===== src/rtl/cdc_src_arbiter.sv =====
// Round-robin arbiter that feeds a single CDC source port from NumIn requesters.
// Define CDC_SRC_ARB_FLUSH_EN to build the flush FSM (IDLE/DRAIN/CLEAR/DONE), cdc_clr_o and flush_done_o.
module cdc_src_arbiter #(
  parameter int NumIn        = 4,
  parameter int DataWidth    = 32,
  parameter int ClrCycles    = 2,
  parameter int DrainTimeout = 0,
  localparam int IdxWidth    = $clog2(NumIn)
) (
  input  logic                          clk_i,
  input  logic                          rst_ni,
  input  logic [NumIn-1:0]              req_valid_i,
  input  logic [NumIn*DataWidth-1:0]    req_data_i,
  output logic [NumIn-1:0]              req_ready_o,
  output logic                          cdc_valid_o,
  output logic [IdxWidth+DataWidth-1:0] cdc_data_o,
  input  logic                          cdc_ready_i,
  input  logic                          flush_i,
  output logic                          cdc_clr_o,
  output logic                          flush_done_o,
  output logic                          busy_o
);

  logic [IdxWidth-1:0]  rr_r;
  logic [IdxWidth-1:0]  gnt_idx_r;
  logic                 lock_r;
  logic [IdxWidth-1:0]  arb_idx_s;
  logic                 arb_found_s;
  logic [IdxWidth:0]    sum_s;
  logic [NumIn-1:0]     req_rot_s;
  logic [NumIn-1:0]     rot_unused_s;
  logic [IdxWidth-1:0]  grant_idx_s;
  logic [IdxWidth-1:0]  rr_next_s;
  logic                 grant_act_s;
  logic                 grant_req_s;
  logic                 transfer_s;
  logic [DataWidth-1:0] grant_data_s;
  logic [NumIn-1:0]     ready_s;
  logic                 allow_new_s;
  logic                 allow_held_s;
  logic                 force_unlock_s;
  logic                 fsm_busy_s;
  logic                 clr_s;
  logic                 done_s;

  // Rotate requests so bit 0 is the requester at the round-robin pointer.
  assign {rot_unused_s, req_rot_s} = {req_valid_i, req_valid_i} >> rr_r;

  // Pick the first valid requester at or after the pointer, wrapping modulo NumIn.
  always_comb begin
    arb_found_s = 1'b0;
    arb_idx_s   = '0;
    sum_s       = '0;
    for (int k = NumIn - 1; k >= 0; k--) begin
      if (req_rot_s[k]) begin
        sum_s       = {1'b0, rr_r} + (IdxWidth+1)'(k);
        arb_found_s = 1'b1;
        if (sum_s >= (IdxWidth+1)'(NumIn)) begin
          arb_idx_s = IdxWidth'(sum_s - (IdxWidth+1)'(NumIn));
        end else begin
          arb_idx_s = IdxWidth'(sum_s);
        end
      end else begin
        arb_found_s = arb_found_s;
      end
    end
  end

  assign grant_idx_s = lock_r ? gnt_idx_r : arb_idx_s;
  assign grant_act_s = rst_ni & (lock_r ? allow_held_s : (arb_found_s & allow_new_s));
  assign rr_next_s   = (grant_idx_s == IdxWidth'(NumIn - 1)) ? '0 : grant_idx_s + IdxWidth'(1);

  // Payload mux and one-hot ready for the granted requester.
  always_comb begin
    grant_data_s = '0;
    grant_req_s  = 1'b0;
    ready_s      = '0;
    for (int i = 0; i < NumIn; i++) begin
      if (grant_idx_s == IdxWidth'(i)) begin
        grant_data_s = req_data_i[i*DataWidth +: DataWidth];
        grant_req_s  = req_valid_i[i];
        ready_s[i]   = grant_act_s & cdc_ready_i;
      end else begin
        ready_s[i] = 1'b0;
      end
    end
  end

  assign transfer_s  = grant_act_s & cdc_ready_i & grant_req_s;
  assign cdc_valid_o = grant_act_s;
  assign cdc_data_o  = {grant_idx_s, grant_data_s};
  assign req_ready_o = ready_s;

  // Grant lock, held index and round-robin pointer.
  always_ff @(posedge clk_i or negedge rst_ni) begin
    if (!rst_ni) begin
      lock_r    <= 1'b0;
      gnt_idx_r <= '0;
      rr_r      <= '0;
    end else if (transfer_s) begin
      lock_r <= 1'b0;
      rr_r   <= rr_next_s;
    end else if (force_unlock_s) begin
      lock_r <= 1'b0;
    end else if (grant_act_s && !lock_r && !cdc_ready_i) begin
      lock_r    <= 1'b1;
      gnt_idx_r <= arb_idx_s;
    end else begin
      lock_r <= lock_r;
    end
  end

`ifdef CDC_SRC_ARB_FLUSH_EN
  typedef enum logic [1:0] {
    ST_IDLE  = 2'd0,
    ST_DRAIN = 2'd1,
    ST_CLEAR = 2'd2,
    ST_DONE  = 2'd3
  } state_e;

  state_e      state_r;
  state_e      state_s;
  logic [15:0] drain_cnt_r;
  logic [3:0]  clr_cnt_r;
  logic        timeout_s;

  // Flush FSM state and the DRAIN/CLEAR cycle counters.
  always_ff @(posedge clk_i or negedge rst_ni) begin
    if (!rst_ni) begin
      state_r     <= ST_IDLE;
      drain_cnt_r <= 16'd0;
      clr_cnt_r   <= 4'd0;
    end else begin
      state_r     <= state_s;
      drain_cnt_r <= (state_r == ST_DRAIN) ? drain_cnt_r + 16'd1 : 16'd0;
      clr_cnt_r   <= (state_r == ST_CLEAR) ? clr_cnt_r + 4'd1 : 4'd0;
    end
  end

  // Next state; a flush seen in IDLE blocks fresh grants in that same cycle.
  always_comb begin
    state_s      = state_r;
    allow_new_s  = 1'b0;
    allow_held_s = 1'b0;
    timeout_s    = 1'b0;
    case (state_r)
      ST_IDLE: begin
        allow_new_s  = ~flush_i;
        allow_held_s = 1'b1;
        if (flush_i) begin
          state_s = ST_DRAIN;
        end else begin
          state_s = ST_IDLE;
        end
      end
      ST_DRAIN: begin
        allow_held_s = 1'b1;
        timeout_s    = (DrainTimeout > 0) && (drain_cnt_r == 16'(DrainTimeout - 1));
        if (!lock_r || timeout_s) begin
          state_s = ST_CLEAR;
        end else begin
          state_s = ST_DRAIN;
        end
      end
      ST_CLEAR: begin
        if (clr_cnt_r == 4'(ClrCycles - 1)) begin
          state_s = ST_DONE;
        end else begin
          state_s = ST_CLEAR;
        end
      end
      ST_DONE:  state_s = ST_IDLE;
      default:  state_s = ST_IDLE;
    endcase
  end

  assign force_unlock_s = timeout_s & lock_r;
  assign fsm_busy_s     = (state_r != ST_IDLE);
  assign clr_s          = (state_r == ST_CLEAR);
  assign done_s         = (state_r == ST_DONE);
`else
  logic unused_flush_s;
  logic unused_cfg_s;

  assign unused_flush_s = flush_i;
  assign unused_cfg_s   = (ClrCycles == 0) ^ (DrainTimeout == 0);
  assign allow_new_s    = 1'b1;
  assign allow_held_s   = 1'b1;
  assign force_unlock_s = 1'b0;
  assign fsm_busy_s     = 1'b0;
  assign clr_s          = 1'b0;
  assign done_s         = 1'b0;
`endif

  assign cdc_clr_o    = clr_s;
  assign flush_done_o = done_s;
  assign busy_o       = fsm_busy_s | lock_r;

endmodule

===== config.mk =====
export PLATFORM = sky130hd
export DESIGN_NAME = cdc_src_arbiter
export DESIGN_NICKNAME = d
export VERILOG_FILES = /design/src/rtl/cdc_src_arbiter.sv
export SDC_FILE = /design/constraint.sdc
export NUM_CORES = 1
export LEC_CHECK = 0
export BUFFER_PORTS_ARGS = -buffer_cell sky130_fd_sc_hd__buf_4
export CAP_MARGIN = 20
export CELL_PAD_IN_SITES_DETAIL_PLACEMENT = 0
export CELL_PAD_IN_SITES_GLOBAL_PLACEMENT = 2
export CORE_ASPECT_RATIO = 1.2
export CORE_MARGIN = 2
export CORE_UTILIZATION = 14
export CTS_CLUSTER_DIAMETER = 50
export DETAILED_ROUTE_END_ITERATION = 6
export PLACE_DENSITY_LB_ADDON = 0.1
export SETUP_SLACK_MARGIN = 0.05
export SYNTH_ARGS = -nofsm -noshare
export SYNTH_HDL_FRONTEND = slang
export SYNTH_SLANG_ARGS = --single-unit

===== constraint.sdc =====
create_clock -name clk_i -period 2.9 [get_ports clk_i]
set_clock_uncertainty 0.1 [all_clocks]
set_input_delay 0.435 -clock clk_i [delete_from_list [all_inputs] [get_ports clk_i]]
set_output_delay 0.435 -clock clk_i [all_outputs]
set_load 0.02 [all_outputs]

==> metrics.txt, run 1 <==
outcome finished, violations left; failing checks negative setup slack; max-slew violations 0; Clock Tree Root clkbuf_16; routability cong. 0.7344; Starting Density 14.53%; top post-synthesis cells by area a221oi_1 (18%), o31ai_1 (16%), nor2b_1 (15%); Reg2Reg Setup Slack -0.16 ns; CP Capture Type flop; Clock Tree Buf Depth 2; global route overflow 0; min-delay src cdc_ready_i; TritonCTS Sinks 5; vias 2515; Inst Count DP 498; ANT cells 0; Setup-failing EPs final 33; Final Non-Filler Cells 546; HPWL after DPL between 5000 and 6000 µm; largest net degree at the start of global routing 30; synthesized area 0.001469 mm²; clock latency on the worst-skew pair 0.22 ns; Setup TNS -3.597 ns; reg2reg start rr_r[0]; Core Area just over 0.01 mm²; per-cell routed wire length between 15 and 20 µm; initial antenna violation count 0; DRT Wirelength 9908 µm; Final Net Count 561; RSZ-0062 raised after global routing true; CP peak stage delay slightly below 0.4 ns; Max Cap Viol 0; fin crit period 3.056 ns; Buffers on Ports 174; post-synth cell types 36; CTS buffer count 3; area grow syn2layout 202.5%; Die Wd 97.51 µm; Synth area leader a221oi_1; Fin Hold WS 0.2994 ns; pwr/cell area 1613 mW/mm²; kind of critical path flop to flop; CTS H-tree lvls 1; Mapped Cells 204; post-synthesis register bit count 5; total power 7.167 mW; core utilization of the finished layout 43.95%; drt pass-1 iters 4; Die Y 116.2 µm; syn avg cell area ~7.2 µm²; fraction of layout cells with a size suffix above 1 76.67%; DP Worst Slack -0.09317 ns; Detail Route Antenna Nets 0; fin crit share 105.4%; CTS tree yes; switching power total 3.277 mW; worst setup margin -0.1557 ns; sequential fraction of the synthesis area 8.518%; Final Cell Area 0.004443 mm²; initial drt markers 48; drt drc 0; vias in the first global route 2531; asr flop ratio synth 100.0%; worst reg2reg path depth 20; clock group share of total power 3.1%; Tot GR Track Use 15.71%; cell repeated most along the worst path buf_4; CP Buf/Inv Count 16; final hold vios 0; Hold Path Class input pin to flop; switching part of the total 45.73%; FF-to-FF End gnt_idx_r[0]; Clock transition at path regs 0.03 ns; Ys Warns 0; Comb pwr share 94.8%; cell row count 40; Hold Path Sink busy_o; startpoint types flop; Pleak between 1.5 and 2 nW; I/O Pins 178; Synth Flop Type dfrtp_1; Pint roughly 3.9 mW; sequential power share under 10%; Arr. time, crit path between 3 and 4 ns; vias per cell approximately 4.6; worst vdd ir 0.0008043 V; most frequent cell after synthesis nor2b_1; cell family with most CP delay buffers and inverters; placed inst area 0.003281 mm²; f_max 0.3273 GHz; CP max stage cell dfrtp_1; Die ar. 0.01133 mm²; most instantiated cells after synthesis nor2b_1 (35), nand2_1 (34), a221oi_1 (31), o31ai_1 (31), clkbuf_1 (12); hold path depth 2; maximum fanout along the worst path 3; Synth top area share 18.48%; CP Cell Sequence and2b_1 > o21bai_1 > buf_4 > buf_4 > buf_4 > buf_4 > buf_4 > buf_4 > buf_4 > buf_4 > buf_4 > buf_4 > buf_4 > buf_4 > buf_4 > buf_4 > buf_4 > buf_4 > o211ai_1 > mux2i_1; Data required, critical path about 2.9 ns; EDFF count, synth 0; first-pass GRT wire length around 14000 µm
cells in the final DEF, fill, tap and decap left out, types with 5 or more instances in the layout:
cell | Yosys | layout
buf_16 | 0 | 7
a221oi_4 | 1 | 12
and2_1 | 5 | 5
buf_12 | 0 | 7
o31ai_4 | 0 | 10
nand2_1 | 34 | 33
nor2b_1 | 35 | 27
a221oi_2 | 0 | 16
o31ai_2 | 0 | 20
clkbuf_16 | 0 | 7
buf_6 | 1 | 18
buf_4 | 2 | 194
kinds of logic (layout without fill, tap and decap cells):
group                      after synthesis  in the layout  share of synthesized area [%]
AOI/OAI and AO/OA                       79             79                          44.81
adders and majority gates                4              4                          3.407
buffers and inverters                   28            243                          8.858
DFF                                      5              5                          8.518
muxes                                    5              5                          3.918
other                                    1              2                         0.2553
and+or+nand+nor                         82             82                          30.24
metal layers:
metal | share of wire, % | GRT usage, % | vias to the layer above
li1 | - | - | 1221
met1 | 40 | 19.42 | 1193
met2 | 54 | 30.21 | 97
met3 | 5.1 | 1.735 | 4
met4 | 0.72 | 2.037 | 0
met5 | 0 | 0 | -
power by group through the flow:
| stage | clock network, mW | logic [mW] | registers [mW] |
|---|---|---|---|
| final | 0.222 | 6.79 | 0.154 |
| after global routing | 0.233 | 7.17 | 0.159 |
| after CTS | 0.227 | 6.57 | 0.155 |
| after detailed placement | 0 | 4.63 | 0.150 |
| after global placement | 0 | 4.61 | 0.150 |
| after floorplan | 0 | 2.90 | 0.134 |
how the worst max path moves through the flow:
stage / from / end / slack, ns / cells after the start
2_1_floorplan: req_valid_i[1] / cdc_data_o[10] / 0.02 / 10
3_3_place_gp: req_valid_i[0] / cdc_data_o[9] / -0.06 / 11
3_5_place_dp: req_valid_i[0] / cdc_data_o[3] / -0.09 / 10
4_1_cts: rr_r[0] / cdc_data_o[13] / -0.13 / 9
5_1_grt: rr_r[0] / cdc_data_o[31] / -0.25 / 11
6_report: rr_r[0] / gnt_idx_r[0] / -0.16 / 20
what timing repair did:
action                                  4_1_cts  5_1_grt
endpoints found under the setup margin       32       38
hold buffers                                  1        0
endpoints found under the hold margin         5        0
setup buffers                                27        4
gates resized for setup                      75       10
cloned                                       10        5
pin swaps                                     9        8
layout make-up:
| class | count | area, µm² |
|---|---|---|
| fillers | 1000 | 5667 |
| flip-flops and latches | 5 | 126.4 |
| inverters | 4 | 15.01 |
| well taps | 126 | 157.7 |
| repair buffers | 235 | 2215 |
| multi-input cells | 172 | 1851 |
| clock buffers | 4 | 78.83 |
registers in the layout (all words and copies together), names as in the netlist:
name / flops
gnt_idx_r: 2
rr_r: 2
busy_o: 1
(Power assumes the default switching activity.)
==> run 2: changes to the inputs <==
CORE_UTILIZATION = 15   (was 14)
SETUP_SLACK_MARGIN = 0.15   (was 0.05)
clock period = 3.7 ns   (was 2.9 ns; I/O delays follow)
==> run 2 against run 1 <==
  * The run now ends clean
  * Clock power shrank 21%
  * Register-to-register slack improved by 1.1 ns
  * Sequential cell count stayed put
  * Cell count decreased by 10%
  * Non-clock buffer count decreased by 53
  * Critical path depth is 9 lower
  * Hold slack got worse by 0.27 ns
  * Power down 53%
  * Sequential power is 26% lower
  * Critical path type is now input pin to output port
==> metrics.txt, run 2 (same netlist as run 1, synthesis figures left out) <==
drt pass-1 iters 4 (unchanged); Clock transition at path regs 0.03 ns (about the same); Max Cap Viol 0 (unchanged); I/O Pins 178 (unchanged); commonest non-fill, non-tap cell in the layout buf_4 (unchanged); Clock Tree Root clkbuf_16 (unchanged); largest net degree at the start of global routing 37 (was 30); reg2reg start rr_r[1] (was rr_r[0]); DRT Wirelength 7286 µm (was 9908 µm); total power 3.344 mW (was 7.167 mW); global route overflow 0 (unchanged); vias per cell 4.449 (was 4.606); Tot GR Track Use 13.12% (was 15.71%); kind of critical path input pin to output port (was flop to flop); Die ar. 0.01060 mm² (was 0.01133 mm²); CTS tree yes (unchanged); most frequent cells in the layout buf_4 (178), nor2b_1 (34), nand2_1 (34) (was buf_4 (194), nand2_1 (33), nor2b_1 (27)); Setup-failing EPs final 0 (was 33); Buffers on Ports 174 (unchanged); pwr/cell area 1107 mW/mm² (was 1613 mW/mm²); clock group share of total power 5.2% (was 3.1%); switching part of the total 52.65% (was 45.73%); cell row count 39 (was 40); Data required, critical path 3.04 ns (was 2.90 ns); Die Wd 94.34 µm (was 97.51 µm); Final Net Count 508 (was 561); first-pass GRT wire length 11220 µm (was 14230 µm); startpoint types input pin (was flop); initial drt markers 36 (was 48); worst vdd ir 0.0005087 V (was 0.0008043 V); Pint 1.583 mW (was 3.889 mW); Hold Path Class input pin to asynchronous set/reset pin (was input pin to flop); fin crit share 89.10%; f_max 0.3033 GHz; initial antenna violation count 0 (unchanged); outcome complete, no violations (was finished, violations left); Filler cells 1052 (was 1000); Detail Route Antenna Nets 0 (unchanged); CTS H-tree lvls 1 (unchanged); final hold vios 0 (unchanged); vias 2180 (was 2515); CP Capture Type output port (was flop); ANT cells 0 (unchanged); CTS buffer count 3 (unchanged); Final Cell Area 0.003019 mm² (was 0.004443 mm²); area grow syn2layout 105.5% (was 202.5%); RSZ-0062 raised after global routing false (was true); Core Area 0.009515 mm² (was 0.01011 mm²); # hold bufs at CTS 0 (was 1); Setup TNS 0 ns (was -3.597 ns); sequential power share 3.4% (was 2.1%); per-cell routed wire length 14.87 µm (was 18.15 µm); Comb pwr share 91.4% (was 94.8%); vias in the first global route 2306 (was 2531); Pleak 1.398 nW (was 1.969 nW); fraction of layout cells with a size suffix above 1 54.50% (was 76.67%); fin crit period around 3.3 ns; switching power total 1.760 mW (was 3.277 mW); Die Y 112.4 µm (was 116.2 µm); maximum fanout along the worst path 31 (was 3); clock latency on the worst-skew pair 0.22 ns (about the same); routability cong. 0.7194 (was 0.7344); max-slew violations 0 (unchanged); Clock Tree Buf Depth 2 (unchanged); placed inst area 0.002935 mm² (was 0.003281 mm²); TritonCTS Sinks 5 (unchanged); Arr. time, crit path 2.64 ns (was 3.05 ns); Starting Density 15.44% (was 14.53%); drt drc 0 (unchanged); HPWL after DPL 5827 µm (was 5902 µm); crit path launch req_valid_i[1] (was rr_r[0])
## run 2: changes by cell type in the layout (fill, tap and decap cells not counted), moves of 10 or more
cell,previous run,this run
a221oi_1,4,31
buf_6,18,0
o31ai_4,10,0
o31ai_1,1,30
a221oi_4,12,1
o31ai_2,20,1
buf_4,194,178
a221oi_2,16,0
## run 2: worst max-delay path: stages
cell and delay [ns]:
buf_4 0.14, nor2_1 0.20, nor2_1 0.08, a32oi_2 0.31, inv_1 0.14, ha_1 0.27
nor2b_2 0.17, buf_12 0.21, a221oi_1 0.11, o31ai_2 0.25, buf_4 0.19
## run 2: metal layers
metal / vias to the layer above / global-route usage (%) / wire length (µm)
met5: - / 0 / 0
met4: 0 / 1.739 / 2
met3: 2 / 3.356 / 673
met2: 103 / 24.24 / 3908
met1: 977 / 15.44 / 2702
li1: 1098 / - / -
## run 2: cell type report
| type | count | area (µm²) | share of cell area (%) |
|---|---|---|---|
| Clock buffer | 4 | 78.83 | 2.611 |
| Inverter | 4 | 15.01 | 0.4973 |
| Multi-Input combinational cell | 172 | 1230 | 40.74 |
| Sequential cell | 5 | 125.1 | 4.144 |
| Tap cell | 123 | 153.9 | 5.097 |
| Timing Repair Buffer | 182 | 1416 | 46.91 |
## run 2: path summary, 6_finish.rpt
| kind | end | slack, ns | cells past startpoint |
|---|---|---|---|
| worst max-delay path | cdc_data_o[15] | 0.40 | 11 |
| worst min-delay path | gnt_idx_r[0] | 0.03 | 1 |
| worst max register to register | rr_r[1] | 0.90 | 10 |
| worst min register to register | gnt_idx_r[1] | 0.40 | 1 |
| max in group asynchronous | rr_r[0] | 3.36 | 1 |
| min in group clk_i | gnt_idx_r[1] | 0.40 | 1 |
## run 2: power by group through the flow
stage | sequential, mW | clock, mW | combinational [mW]
2_1_floorplan | 0.104 | 0 | 1.85
3_3_place_gp | 0.117 | 0 | 3.13
3_5_place_dp | 0.115 | 0 | 3.11
4_1_cts | 0.114 | 0.178 | 3.12
5_1_grt | 0.120 | 0.184 | 3.31
6_report | 0.114 | 0.175 | 3.05
## run 2: what timing repair did
item                                    in CTS  in global routing
setup buffers                                0                  0
resized for setup                            0                  1
endpoints found under the setup margin       0                  2
## run 2: metrics by stage
step / utilization (%) / hold slack (ns) / setup slack (ns) / cells
after global routing: 31.73 / 0.03309 / 0.1586 / 490
after global placement: 30.85 / 0.2687 / 0.2853 / 486
final: 31.73 / 0.03009 / 0.4034 / 490
after detailed placement: 30.85 / 0.2698 / 0.2854 / 486
after floorplan: - / 0.1594 / 0.3989 / 205
after CTS: 31.68 / 0.03242 / 0.2767 / 490
